File: src/rtl/counter_x3.sv
// rtl/counter_x3.sv - three-channel programmable down-counter/timer (optional COUNTER_LATCH_EN read latch)
module counter_x3 #(
    parameter int WIDTH    = 32,
    parameter int PRESCALE = 1
) (
    input  logic             clk,
    input  logic             rst,
    input  logic             counter_we,
    input  logic [1:0]       counter_ch,
    input  logic [WIDTH-1:0] counter_val,
    output logic [WIDTH-1:0] counter_out,
    output logic             counter0_out,
    output logic             counter1_out,
    output logic             counter2_out
);

    localparam int PW = (PRESCALE > 1) ? $clog2(PRESCALE) : 1;

    typedef enum logic [1:0] {
        MODE_ONESHOT = 2'b00,
        MODE_RATE    = 2'b01,
        MODE_SQUARE  = 2'b10,
        MODE_RSVD    = 2'b11
    } mode_e;

    logic [PW-1:0]           presc_q, presc_d;
    logic                    tick;
    logic [11:0]             ctrl_q, ctrl_d;
    logic [2:0][WIDTH-1:0]   reload_q, reload_d;
    logic [2:0][WIDTH-1:0]   count_q, count_d;
    logic [2:0]              out_q, out_d;
    logic [2:0][1:0]         mode_old, mode_new;
    logic [2:0]              en_q;
    logic                    ctrl_wr;
    logic                    ctrl_apply;

    // Level seen right after a (re)load: square starts high, a zero-length one-shot fires immediately.
    function automatic logic init_out(input logic [1:0] mode, input logic [WIDTH-1:0] rl);
        return (mode == MODE_SQUARE) ||
               (((mode == MODE_ONESHOT) || (mode == MODE_RSVD)) && (rl == '0));
    endfunction

    assign tick    = (presc_q == PW'(PRESCALE - 1));
    assign ctrl_wr = counter_we && (counter_ch == 2'd3);

`ifdef COUNTER_LATCH_EN
    logic                  latch_cmd;
    logic                  latch_mode_q, latch_mode_d;
    logic [2:0][WIDTH-1:0] latch_q, latch_d;

    assign latch_cmd  = ctrl_wr && counter_val[WIDTH-1];
    assign ctrl_apply = ctrl_wr && !latch_cmd;

    always_comb begin
        latch_mode_d = latch_mode_q;
        latch_d      = latch_q;
        if (latch_cmd) begin
            latch_mode_d = 1'b1;
            latch_d      = count_q;
        end else if (ctrl_wr) begin
            latch_mode_d = 1'b0;
        end
    end

    always_ff @(posedge clk) begin
        if (!rst) begin
            latch_mode_q <= 1'b0;
            latch_q      <= '0;
        end else begin
            latch_mode_q <= latch_mode_d;
            latch_q      <= latch_d;
        end
    end
`else
    assign ctrl_apply = ctrl_wr;
`endif

    always_comb begin
        presc_d = tick ? '0 : presc_q + 1'b1;
        ctrl_d  = ctrl_apply ? counter_val[11:0] : ctrl_q;
        for (int n = 0; n < 3; n++) begin
            mode_old[n] = ctrl_q[4*n+1 +: 2];
            mode_new[n] = ctrl_d[4*n+1 +: 2];
            en_q[n]     = ctrl_q[4*n];
        end
    end

    always_comb begin
        reload_d = reload_q;
        count_d  = count_q;
        out_d    = out_q;
        for (int n = 0; n < 3; n++) begin
            // A rate pulse lasts one clk regardless of prescale or enable.
            if (mode_old[n] == MODE_RATE) begin
                out_d[n] = 1'b0;
            end
            if (counter_we && (counter_ch == 2'(n))) begin
                reload_d[n] = counter_val;
                count_d[n]  = counter_val;
                out_d[n]    = init_out(mode_old[n], counter_val);
            end else if (ctrl_apply && (mode_new[n] != mode_old[n])) begin
                count_d[n] = reload_q[n];
                out_d[n]   = init_out(mode_new[n], reload_q[n]);
            end else if (en_q[n] && tick && (count_q[n] == WIDTH'(1))) begin
                case (mode_old[n])
                    MODE_RATE: begin
                        count_d[n] = reload_q[n];
                        out_d[n]   = 1'b1;
                    end
                    MODE_SQUARE: begin
                        count_d[n] = reload_q[n];
                        out_d[n]   = ~out_q[n];
                    end
                    default: begin
                        count_d[n] = '0;
                        out_d[n]   = 1'b1;
                    end
                endcase
            end else if (en_q[n] && tick && (count_q[n] > WIDTH'(1))) begin
                count_d[n] = count_q[n] - 1'b1;
            end
        end
    end

    always_ff @(posedge clk) begin
        if (!rst) begin
            presc_q  <= '0;
            ctrl_q   <= '0;
            reload_q <= '0;
            count_q  <= '0;
            out_q    <= '0;
        end else begin
            presc_q  <= presc_d;
            ctrl_q   <= ctrl_d;
            reload_q <= reload_d;
            count_q  <= count_d;
            out_q    <= out_d;
        end
    end

    always_comb begin
        counter_out = '0;
        case (counter_ch)
            2'd3:    counter_out = WIDTH'(ctrl_q);
`ifdef COUNTER_LATCH_EN
            2'd0:    counter_out = latch_mode_q ? latch_q[0] : count_q[0];
            2'd1:    counter_out = latch_mode_q ? latch_q[1] : count_q[1];
            default: counter_out = latch_mode_q ? latch_q[2] : count_q[2];
`else
            2'd0:    counter_out = count_q[0];
            2'd1:    counter_out = count_q[1];
            default: counter_out = count_q[2];
`endif
        endcase
    end

    assign counter0_out = out_q[0];
    assign counter1_out = out_q[1];
    assign counter2_out = out_q[2];

endmodule
File: config.mk
export PLATFORM = sky130hd
export DESIGN_NAME = counter_x3
export DESIGN_NICKNAME = d
export VERILOG_FILES = /design/src/rtl/counter_x3.sv
export SDC_FILE = /design/constraint.sdc
export NUM_CORES = 1
export LEC_CHECK = 0
export CORE_MARGIN = 4
export CORE_UTILIZATION = 50
export CTS_CLUSTER_DIAMETER = 80
export DETAILED_ROUTE_END_ITERATION = 16
export GPL_TIMING_DRIVEN = 0
export PLACE_DENSITY = 0.8
export REMOVE_ABC_BUFFERS = 1
export SLEW_MARGIN = 20
export SYNTH_ARGS = -nofsm -noshare
export SYNTH_HDL_FRONTEND = slang
export SYNTH_SLANG_ARGS = --single-unit
File: constraint.sdc
create_clock -name clk -period 3.7 [get_ports clk]
set_input_delay 0.74 -clock clk [delete_from_list [all_inputs] [get_ports clk]]
set_output_delay 0.74 -clock clk [all_outputs]
set_load 0.01 [all_outputs]
; ---- Yosys cells after proc, flatten, opt, wreduce, memory -nomap -nowiden
; Index checks and enable logic that the tools add are counted.
[classes]
reduce_logical = 55
add_sub_neg = 4
order_cmp = 3
n_eq_ne = 24
mux = 32
bitwise_logic = 4
[op_table]
columns = op, count
row1 = 32-bit 2-to-1 mux, 15
row2 = 32-bit logical NOT, 4
row3 = 32-bit by 1-bit equality test with 1-bit output (second input constant), 3
row4 = 32-bit by 1-bit greater-than comparator with 1-bit output (second input constant), 3
row5 = 32-bit one-hot mux with 3 select lines, 1
row6 = 32-bit by 1-bit subtractor with 32-bit output (second input constant), 3
row7 = 2-bit equality test (second input constant), 14
row8 = 4-bit nonzero test, 6
row9 = 1-bit logical AND, 22
row10 = 1-bit 2-to-1 mux, 15
row11 = 2-bit logical NOT, 7
row12 = 1-bit logical OR, 12
row13 = 11-bit 2-to-1 mux, 1
row14 = 2-bit by 1-bit equality test with 1-bit output (second input constant), 4
row15 = 2-bit != test, 3
row16 = 2-bit OR reduction, 3
row17 = 1-bit inverter, 4
row18 = 2-bit AND reduction, 1
row19 = 1-bit adder (second input constant), 1
[totals]
output_inout_bits = 35
word_cells = 134
register_bits = 208
inputBits = 37

; ---- Longest topological paths before layout
[depth]
ltp_word = 9
ltp_mapped = 11
ltp_nobuf = 9

; ---- Worst setup path before layout
; No wires, ideal clock.
[synth_path]
path_kind = in2out
startpoint = input port counter_ch[0]
endpoint = output port counter_out[12]
arrival_ns = 2.518
required_time_ns = 2.960
n_path_buf = 3
path_slack_ns = 0.442
path_stages = 5
cell_sequence = clkbuf_1 -> clkbuf_1 -> buf_1 -> mux2i_1 -> o21ai_0
[synth_via]
elab_chain_len = 2
elab_cells_between_ends = 4
classes_between = 2 x eq/ne / 1 x mux / 1 x reduce/logical
[synth_lines]
columns = item, line
row1 = "start, declared", 9  ; input logic [1:0] counter_ch,
row2 = "2-bit by 1-bit equality test with 1-bit output, or another cell as far along", 143  ; case (counter_ch)
row3 = 32-bit one-hot mux with 3 select lines (*), 143
row4 = "end, declared", 11  ; output logic [WIDTH-1:0] counter_out,
; Mark *: on every way between the ends. The rest lies on a longest branch, timed or not.

; ---- Worst setup path in the final report
[layout_path]
startpoint = input port counter_we
endpoint = register count_q[88] (netlist name)
[layout_via]
elab_chain_len = 6
elab_cells_between_ends = 8
classes_between = 1 x eq/ne / 3 x mux / 4 x reduce/logical
[layout_lines]
columns = item, line
row1 = "start, declared", 8  ; input logic counter_we,
row2 = 1-bit logical AND, 44  ; assign ctrl_wr = counter_we && (counter_ch == 2'd3);
row3 = 11-bit 2-to-1 mux, 80  ; ctrl_d = ctrl_apply ? counter_val[11:0] : ctrl_q;
row4 = 2-bit != test, 101  ; end else if (ctrl_apply && (mode_new[n] != mode_old[n])) begin
row5 = 1-bit logical AND, 101
row6 = 32-bit 2-to-1 mux, 101
row7 = 32-bit 2-to-1 mux, 97  ; if (counter_we && (counter_ch == 2'(n))) begin
row8 = "end signal, assigned", 136  ; count_q <= count_d;
row9 = "end, declared", 30  ; logic [2:0][WIDTH-1:0] count_q, count_d;
; Several ways; a longest one is shown, not always the timed one.
; A chain may end at the register's enable or synchronous reset.

==> results_dict.tcl <==
set metrics [dict create \
    status "completed" \
    final_net_count 1548 \
    hold_viol 0 \
    chipHeight_um 161.7 \
    clk_latency_ps 520 \
    grt_usage 0.2972 \
    ff2ff_setup_slack_ps 220 \
    fin_crit_sh 0.9545 \
    critical-path-max-stage-delay_ps 750 \
    cts.clk_slew.worst_paths_ps 60 \
    ff_latch_area_um2 4164 \
    p_seq_frac 0.406 \
    reg2reg_depth 7 \
    path_delay_family "simple AND/OR/NAND/NOR gates" \
    fillers 2030 \
    io_buffers 71 \
    hpwl_um 28240 \
    holdPathStages 2 \
    maxSlewViolCount 0 \
    via_count 12357 \
    multi_input_area_um2 7127 \
    drv_cap 0 \
    power.share.clock 0.338 \
    cts_tree "done" \
    p_int_uw 4246 \
    n_antenna_cell 0 \
    viasPerCell 6.786 \
    critPathKind "in2reg" \
    async_reset_ff_frac 0 \
    start_util 0.5152 \
    finalCriticalPeriod_ps 3532 \
    critical_path.cell_chain "clkdlybuf4s50_1 -> and2_2 -> buf_16 -> or4_1 -> o22ai_2 -> nor2_1 -> a32o_1" \
    num_rows 55 \
    crit_buf_inv 2 \
    first_pass_iters 9 \
    setup-violations-final 0 \
    core_area_um2 22920 \
    first_global_vias 11359 \
    antenna_found_initial 0 \
    finalWeightedCongestion 0.9722 \
    rsz0062_at_grt "no" \
    synth-edff-count 0 \
    slowest_stage "clkdlybuf4s50_1" \
    place_ws_ps -1070 \
    ant_nets 0 \
    wl_um 41040 \
    total_power_uw 6323 \
    cts_hold_repair.buffers 0 \
    first_iter_violations 1666 \
    io_pins 72 \
    htree_num_levels 1 \
    worst_slack_ps 168.3 \
    avgRoutedWirePerCell_um 22.54 \
    place_inst 1780 \
    crit_required_ps 4110 \
    die_area_um2 26140 \
    critPathLaunchType "input port" \
    fmax_mhz 283.2 \
    synthCells 1505 \
    swShare 0.3284 \
    slew-limit-headroom 0.2098 \
    path_max_fanout 27 \
    numCtsBuffers 23 \
    cts_sinks 208 \
    setup-tns-final_ps 0 \
    synth_top_cell_by_area "dfxtp_1" \
    yosys_warnings 0 \
    whs_endpoint "ctrl_q[3]" \
    min_from "ctrl_q[3]" \
    cts_buffer_depth 3 \
    grt_max_degree 96 \
    avgSynthCellArea_um2 7.845 \
    r2r-start "count_q[7]" \
    hp-class "reg2reg" \
    drc_errors 0 \
    synth_area_leaders "dfxtp_1, nand2_1, a21oi_1" \
    clock_skew_ps 18.08 \
    synthToLayoutAreaGrowth_pct 14.07 \
    synth_seq_cells 208 \
    final_util 0.5877 \
    vdd_drop_max_uv 334.3 \
    tightest_slew_ps 1174 \
    switching_power_uw 2077 \
    powerDensity_nw_per_um2 469.5 \
    synth_ff_type "dfxtp_1" \
    grt_overflow 0 \
    synth.yosys.seq_area_share 0.3527 \
    synth_area_um2 11810 \
    p_comb_frac 0.256 \
    power_leakage_uw 0.004823 \
    reg2reg_to "count_q[23]" \
    drive_above_1_share 0.06963 \
    synth_top_area_frac 0.3527 \
    worst_ep_arrival_time_ps 3940 \
    critPathCaptureType "flip-flop" \
    synth_cell_type_count 73 \
    die_x_um 161.7 \
    instances_no_fill 1821 \
    grt_pass1_wl_um 63180 \
    cts_root_buf "clkbuf_16" \
]
placed cells by master (no fill, tap or decap), types with 11 or more instances in the layout:
cell type	count
xnor2_1	19
o22ai_1	17
o221ai_1	14
mux2i_1	20
clkbuf_16	23
nand4_1	28
inv_1	21
a211oi_1	11
o21ai_0	89
nor4_1	54
ha_1	15
nand2_1	282
or4_1	12
a22oi_1	30
a21oi_1	159
xor2_1	46
a31oi_1	19
or3_1	17
dfxtp_1	208
nand3_1	14
a222oi_1	31
nor3_1	32
nor2_1	62
mux4_2	12
clkdlybuf4s50_1	68
kinds of logic (layout without fill, tap and decap cells):
group                    count (synthesis)  count (layout)  synth area share
AO/OA/AOI/OAI                          453             453            0.2477
XOR/XNOR                                65              65           0.04822
adder cells (fa/ha/maj)                 15              15           0.01590
buffers and inverters                  149             152           0.05246
flip-flops                             208             208            0.3527
multiplexers                            32              32           0.03985
other                                    1               1         0.0003176
AND/OR/NAND/NOR                        582             582            0.2429
cell usage after synthesis (8+ instances only):
master and instances:
nor4b_1 8, a211oi_1 11, mux2i_1 20, or3_1 17
nor2_1 63, nand4_1 28, a222oi_1 31, dfxtp_1 208
o21ai_0 90, o211ai_1 8, and2_1 12, o22ai_1 18
nand2_1 284, nor3_1 32, xor2_1 46, nor4_1 55
ha_1 15, xnor2_1 19, buf_1 10, a31oi_1 19
inv_1 21, a221oi_1 9, nand3_1 15, a22oi_1 30
a32o_1 9, mux4_2 12, a21oi_1 160, or4_1 12
clkbuf_1 99, buf_2 11, a32oi_1 8, o221ai_1 14
power by group through the flow:
| stage | Combinational [uW] | Sequential, uW | Clock [uW] |
|---|---|---|---|
| after floorplan | 1060 | 2540 | 0 |
| after global placement | 1500 | 2590 | 0 |
| after detailed placement | 1560 | 2600 | 0 |
| after CTS | 1580 | 2550 | 2130 |
| after global routing | 1760 | 2580 | 2230 |
| final | 1620 | 2570 | 2140 |
final cells by class:
| cell class | instances | share of cell area |
|---|---|---|
| clock buffers | 35 | 0.04905 |
| well taps | 313 | 0.02908 |
| clock inverters | 2 | 0.0007432 |
| multi-input cells | 1148 | 0.5292 |
| repair buffers | 93 | 0.07627 |
| inverters | 22 | 0.006503 |
| flip-flops and latches | 208 | 0.3092 |
worst min-delay path, delay by kind of cell (launching register included):
kind | cells | cell delay, ps
AND/OR/NAND/NOR | 1 | 50
flip-flops | 1 | 310
AO/OA/AOI/OAI | 1 | 50
what timing repair did:
item                                    4_1_cts  5_1_grt
pin swaps                                     0        2
endpoints found under the setup margin       83       74
resized for setup                             6        6
setup buffers                                 0        4
worst max path at each step:
stage | from | end | slack, ps | depth (start not counted)
finish | counter_we | count_q[88] | 170 | 7
global route | count_q[7] | count_q[21] | 3 | 7
CTS | counter_ch[1] | count_q[82] | 5 | 8
detailed placement | counter_we | count_q[88] | -1070 | 8
global placement | counter_ch[0] | count_q[10] | -5050 | 6
floorplan | counter_ch[1] | count_q[10] | -460 | 5
routing by layer:
layer	vias up	share of wire	routed length, um	global-route usage
met4	0	0.047	1927	0.1342
met5	-	0	0	0
met3	147	0.12	4831	0.04999
met1	5795	0.38	15760	0.4049
li1	5581	-	-	-
met2	834	0.45	18520	0.4654
through the flow:
step / cell area (um2) / hold WS (ps)
floorplan: 11270 / 433.2
global placement: 12370 / 438.5
detailed placement: 12720 / 454.8
CTS: 13410 / 463.4
global route: 13470 / 484.5
finish: 13470 / 460.4
sequential cells by signal, indices dropped and copies added, names as in the netlist:
name	cells
out_q	3
reload_q	96
count_q	96
ctrl_q	12
presc_q	1
Power figures use the tool's default switching activity.
